File: src/rtl/gpio_pad_bank_ctrl.sv
// Power-up sequencer, mode mux, hold handshake and input conditioning for one bank of GPIO pads.
// Define GPIO_PAD_DEBOUNCE_EN to add a per-channel debounce counter after the input synchroniser.
module gpio_pad_bank_ctrl #(
  parameter int NCH     = 8,
  parameter int SEQ_CYC = 16,
  parameter int DB_W    = 4
) (
  input  logic             clk,
  input  logic             rst_n,
  input  logic             pad_en_req,
  input  logic             hold_req,
  input  logic [2*NCH-1:0] cfg_mode,
  input  logic [NCH-1:0]   gpio_out,
  input  logic [NCH-1:0]   gpio_oe,
  output logic [NCH-1:0]   gpio_in,
  output logic             bank_ready,
  output logic             bank_held,
  output logic             pad_enable_h,
  output logic             pad_enable_vdda_h,
  output logic             pad_enable_inp_h,
  output logic             pad_hold_h,
  output logic [NCH-1:0]   pad_out,
  output logic [NCH-1:0]   pad_oe_n,
  input  logic [NCH-1:0]   pad_in
);

  typedef enum logic [2:0] {
    S_OFF, S_SEQ_H, S_SEQ_VDDA, S_SEQ_INP,
    S_READY, S_HOLD_ENTER, S_HOLD, S_HOLD_EXIT
  } state_t;

  localparam int CW = (SEQ_CYC > 1) ? $clog2(SEQ_CYC) : 1;
  localparam logic [CW-1:0] STEP_LAST = CW'(SEQ_CYC - 1);

  state_t          state;
  logic [CW-1:0]   step_cnt;
  logic [NCH-1:0]  oe_eff;
  logic [NCH-1:0]  in_en;
  logic [NCH-1:0]  in_en_hold;
  logic [NCH-1:0]  in_gate;
  logic [NCH-1:0]  sync_p0;
  logic [NCH-1:0]  sync_p1;
  logic [NCH-1:0]  cond;
  logic            io_active;
  logic            in_hold;

  // Mode decode: bit 0 of each mode field selects the input path.
  always_comb begin
    oe_eff = '0;
    in_en  = '0;
    for (int i = 0; i < NCH; i++) begin
      in_en[i] = cfg_mode[2*i];
      case (cfg_mode[2*i +: 2])
        2'b10:   oe_eff[i] = 1'b1;
        2'b11:   oe_eff[i] = gpio_oe[i];
        default: oe_eff[i] = 1'b0;
      endcase
    end
  end

  always_ff @(posedge clk or negedge rst_n) begin
    if (!rst_n) begin
      state             <= S_OFF;
      step_cnt          <= '0;
      pad_enable_h      <= 1'b0;
      pad_enable_vdda_h <= 1'b0;
      pad_enable_inp_h  <= 1'b0;
      pad_hold_h        <= 1'b0;
      bank_ready        <= 1'b0;
      bank_held         <= 1'b0;
      pad_out           <= '0;
      pad_oe_n          <= '1;
      in_en_hold        <= '0;
    end else if (state != S_OFF && !pad_en_req) begin
      // Bank power-down overrides everything, including a pending hold.
      state             <= S_OFF;
      step_cnt          <= '0;
      pad_enable_h      <= 1'b0;
      pad_enable_vdda_h <= 1'b0;
      pad_enable_inp_h  <= 1'b0;
      pad_hold_h        <= 1'b0;
      bank_ready        <= 1'b0;
      bank_held         <= 1'b0;
      pad_out           <= '0;
      pad_oe_n          <= '1;
    end else begin
      case (state)
        S_OFF: begin
          if (pad_en_req) begin
            state        <= S_SEQ_H;
            step_cnt     <= '0;
            pad_enable_h <= 1'b1;
          end
        end
        S_SEQ_H: begin
          if (step_cnt == STEP_LAST) begin
            state             <= S_SEQ_VDDA;
            step_cnt          <= '0;
            pad_enable_vdda_h <= 1'b1;
          end else begin
            step_cnt <= step_cnt + CW'(1);
          end
        end
        S_SEQ_VDDA: begin
          if (step_cnt == STEP_LAST) begin
            state            <= S_SEQ_INP;
            step_cnt         <= '0;
            pad_enable_inp_h <= 1'b1;
          end else begin
            step_cnt <= step_cnt + CW'(1);
          end
        end
        S_SEQ_INP: begin
          if (step_cnt == STEP_LAST) begin
            state      <= S_READY;
            step_cnt   <= '0;
            bank_ready <= 1'b1;
            pad_out    <= gpio_out;
            pad_oe_n   <= ~oe_eff;
          end else begin
            step_cnt <= step_cnt + CW'(1);
          end
        end
        S_READY: begin
          if (hold_req) begin
            // pad_out/pad_oe_n keep their current values from here on.
            state      <= S_HOLD_ENTER;
            bank_ready <= 1'b0;
            in_en_hold <= in_en;
          end else begin
            pad_out  <= gpio_out;
            pad_oe_n <= ~oe_eff;
          end
        end
        S_HOLD_ENTER: begin
          state      <= S_HOLD;
          pad_hold_h <= 1'b1;
          bank_held  <= 1'b1;
        end
        S_HOLD: begin
          if (!hold_req) begin
            state      <= S_HOLD_EXIT;
            pad_hold_h <= 1'b0;
            bank_held  <= 1'b0;
          end
        end
        S_HOLD_EXIT: begin
          state      <= S_READY;
          bank_ready <= 1'b1;
          pad_out    <= gpio_out;
          pad_oe_n   <= ~oe_eff;
        end
        default: state <= S_OFF;
      endcase
    end
  end

  // Input stage boundary: two-flop synchroniser on the raw pad inputs.
  always_ff @(posedge clk or negedge rst_n) begin
    if (!rst_n) begin
      sync_p0 <= '0;
      sync_p1 <= '0;
    end else begin
      sync_p0 <= pad_in;
      sync_p1 <= sync_p0;
    end
  end

`ifdef GPIO_PAD_DEBOUNCE_EN
  logic [DB_W-1:0] db_cnt [NCH];
  logic [NCH-1:0]  db_val;

  // Debounce stage boundary: a change is accepted only after 2^DB_W stable cycles.
  always_ff @(posedge clk or negedge rst_n) begin
    if (!rst_n) begin
      db_val <= '0;
      for (int i = 0; i < NCH; i++) db_cnt[i] <= '0;
    end else begin
      for (int i = 0; i < NCH; i++) begin
        if (sync_p1[i] == db_val[i]) begin
          db_cnt[i] <= '0;
        end else if (db_cnt[i] == {DB_W{1'b1}}) begin
          db_val[i] <= sync_p1[i];
          db_cnt[i] <= '0;
        end else begin
          db_cnt[i] <= db_cnt[i] + DB_W'(1);
        end
      end
    end
  end

  assign cond = db_val;
`else
  localparam int unused_db_w = DB_W;
  assign cond = sync_p1;
`endif

  assign io_active = (state == S_READY) || (state == S_HOLD_ENTER) ||
                     (state == S_HOLD)  || (state == S_HOLD_EXIT);
  assign in_hold   = (state == S_HOLD_ENTER) || (state == S_HOLD) || (state == S_HOLD_EXIT);

  always_comb begin
    in_gate = in_hold ? in_en_hold : in_en;
    gpio_in = io_active ? (cond & in_gate) : '0;
  end

endmodule

File: config.mk
export PLATFORM = sky130hd
export DESIGN_NAME = gpio_pad_bank_ctrl
export DESIGN_NICKNAME = d
export VERILOG_FILES = /design/src/rtl/gpio_pad_bank_ctrl.sv
export SDC_FILE = /design/constraint.sdc
export NUM_CORES = 1
export LEC_CHECK = 0
export ABC_CLOCK_PERIOD_IN_PS = 6200
export BUFFER_PORTS_ARGS = -buffer_cell sky130_fd_sc_hd__buf_2
export CORE_MARGIN = 2
export CORE_UTILIZATION = 57
export CTS_BUF_LIST = sky130_fd_sc_hd__clkbuf_4 sky130_fd_sc_hd__clkbuf_8
export CTS_CLUSTER_DIAMETER = 50
export DETAILED_ROUTE_END_ITERATION = 8
export PLACE_DENSITY = 0.87
export SYNTH_ARGS = -nofsm -noshare
export SYNTH_HDL_FRONTEND = slang
export SYNTH_SLANG_ARGS = --single-unit
export TNS_END_PERCENT = 100
File: constraint.sdc
create_clock -name clk -period 6.2 [get_ports clk]
set_clock_uncertainty 0.05 [all_clocks]
set_input_delay 0.31 -clock clk [delete_from_list [all_inputs] [get_ports clk]]
set_output_delay 0.31 -clock clk [all_outputs]
set_load 0.01 [all_outputs]
==> run_results.csv <==
group,metric,value,unit
status,outcome,"finished, final reports clean",
drt,drt-initial-drc-count,132,
floorplan,start_util,0.603,
grt,use_met2,0.352,
yosys,async_flop_share,1.00,
timing,finalSetupViolCount,0,
power,p_leak,1.38,nW
timing,fin_crit_sh,0.612,
yosys,synth-seq-cells,52,
yosys,yosys_most_used_dff,"dfrtp_1",
grt,first_global_vias,1861,
placed_design,io_buffers,73,
finish,multi_input_area,1050,µm²
power,powerDensity,448,nW/µm²
grt,met3_usage,0.0770,
yosys,synthCells,221,
timing,tightest_slew,1.08,ns
drt,vias,1847,
timing,period_needed,3.79,ns
drt,wl,5080,µm
yosys,syn-cell-area,2460,µm²
yosys,synthDistinctLibCells,36,
yosys,ys_warn_count,0,
floorplan,io_pins,74,
critical_path,crit_path_max_incr_delay,0.71,ns
grt,grt_use_met1,0.288,
critical_path,crit_buf_inv,0,
drt,drc,0,
grt,grt_overflow,0,
yosys,synth_edf_count,0,
yosys,synth_area_leader_cell,"dfrtp_1",
clock_network,clkLatencyLatePin,0.30,ns
timing,maxSlewViolCount,0,
grt,antenna_found_initial,0,
clock_network,clk_path_buf_depth,2,
clock_network,cts_buffers,5,
floorplan,fp.dieH,69.8,µm
critical_path,arrival,3.94,ns
timing,fin_setup_tns,0,ns
finish,regArea,1310,µm²
timing,hold_viol_final,0,
finish,drive_gt1_frac,0.403,
floorplan,core-area,4090,µm²
critical_path,startpoint_type,"flop",
yosys,synth.area.top_cells,"dfrtp_1, dfstp_2, mux2_2",
drt,drtAntennaViolNets,0,
clock_network,cts-root-buf,"clkbuf_8",
yosys,synth_top_area_share,0.447,
finish,antenna_cells,0,
timing,fmax,0.264,GHz
floorplan,die_w,69.8,µm
yosys,syn_area_per_cell,11.2,µm²
drt,first_pass_iters,5,
placed_design,place.gp.congestion,0.902,
critical_path,crit_fanout,28,
power,power.total,1.30,mW
timing,relSlewSlack,0.280,
clock_network,post-cts-setup-buffers,0,
timing,rsz0062_at_grt,"false",
yosys,synthTopCellsByCount,"dfrtp_1, nand2_1, mux2_2",
critical_path,path_cells,"nor2_1 -> nand2_1 -> ha_1 -> a311oi_4 -> nand3_1 -> and3_1 -> mux2_4",
critical_path,critical-path-top-delay-family,"simple AND/OR/NAND/NOR gates",
clock_network,cts.sink_count,52,
clock_network,h-tree-depth,2,
drt,wire_per_inst,14.9,µm
floorplan,dieArea,4870,µm²
grt,top_usage_layer,"met2",
finish,area_growth_syn_to_layout,17.9,%
critical_path,end_kind,"flop",
yosys,syn-num-nets,269,
finish,nFillCells,290,
worst_hold_path,hp-class,"in2reg",
grt,grt_pass1_wl,8600,µm
critical_path,critical_path_required,6.34,ns
clock_network,cts_tree,"done",
clock_network,hold_buffers,0,
drt,viasPerCell,5.43,
power,irDropWorstVdd,0.228,mV
placed_design,hpwlAfterDp,3680,µm
critical_path,crit_slowest_cell,"nor2_1",
grt,grt_usage,0.223,
clock_network,cts_resized,0,
floorplan,rows,23,
run,cap_violations,0,
yosys,ys_seq_area_frac,0.532,
critical_path,path_class,"reg2reg",
clock_network,clk_pin_slew,0.10,ns
yosys,post-synth-top-count-cell,"dfrtp_1",
finish,layout.nets,337,
grt,grt_max_degree,53,
-- power by group --
group	switching [mW]	internal, mW
combinational	0.282	0.273
sequential	0.0940	0.456
clock	0.115	0.0823
-- cells in the final DEF, fill, tap and decap left out, types with 8 or more instances in the layout --
cell,synthesis,final
a21oi_1,14,14
buf_2,1,73
dfrtp_1,44,44
dfstp_2,8,8
mux2_2,16,16
mux2_4,10,10
nand2_1,33,33
nand2b_1,10,10
nand3b_1,8,8
nor2_1,10,10
o21ai_0,9,9
-- stage by stage --
step	util	worst slack (ns)	cell area, µm²	hold WS [ns]	instances
floorplan	-	3.35	2460	-0.0356	221
global placement	0.688	2.67	2810	0.281	332
detailed placement	0.688	2.46	2810	0.285	332
CTS	0.711	2.44	2910	0.0412	340
global route	0.711	2.10	2910	0.0251	340
finish	0.711	2.41	2910	0.0465	340
-- cells by family (layout without fill, tap and decap cells) --
kind of cell    Yosys count  count (layout)  share of synthesized area
compound gates           36              36                     0.0949
xor+xnor                  1               1                    0.00355
fa+ha+maj                 4               4                     0.0203
buf+inv                  18              87                     0.0421
flops                    52              52                      0.532
mux                      26              26                      0.134
simple gates             84              84                      0.173
-- sequential cells by signal, indices dropped and copies added (netlist names) --
signal	count
bank_ready	1
cond	8
in_en_hold	8
pad_enable_h	1
pad_enable_inp_h	1
pad_enable_vdda_h	1
pad_hold_h	1
pad_oe_n	8
pad_out	8
state	3
step_cnt	4
sync_p0	8
-- path summary, 6_finish.rpt --
path	from	to	slack, ns	cells past startpoint
hold / removal	pad_in[4]	sync_p0[4]$_DFF_PN0_	0.05	1
min in group asynchronous	rst_n	bank_ready$_DFFE_PN0P_	0.14	1
hold reg to reg	sync_p0[2]$_DFF_PN0_	cond[2]$_DFF_PN0_	0.31	0
setup reg to reg	state[1]$_DFFE_PN0P_	pad_out[5]$_DFFE_PN0P_	2.41	7
max in group asynchronous	rst_n	in_en_hold[6]$_DFFE_PN0P_	5.29	1
setup / recovery	state[1]$_DFFE_PN0P_	pad_out[5]$_DFFE_PN0P_	2.41	7
-- per-layer routing --
layer  vias to the layer above  routed length [µm]
met5                         -                   0
met3                        12                 373
met2                        88                2460
li1                        890                   -
met1                       857                2130
met4                         0                 116
-- final cells by class --
type,instances,share of cell area
Inverter,6,0.00775
Sequential cell,52,0.451
Multi-Input combinational cell,151,0.361
Timing Repair Buffer,73,0.126
Tap cell,50,0.0215
Clock buffer,5,0.0237
Clock inverter,3,0.00861
Note: power is estimated with default switching activity, not from simulation.
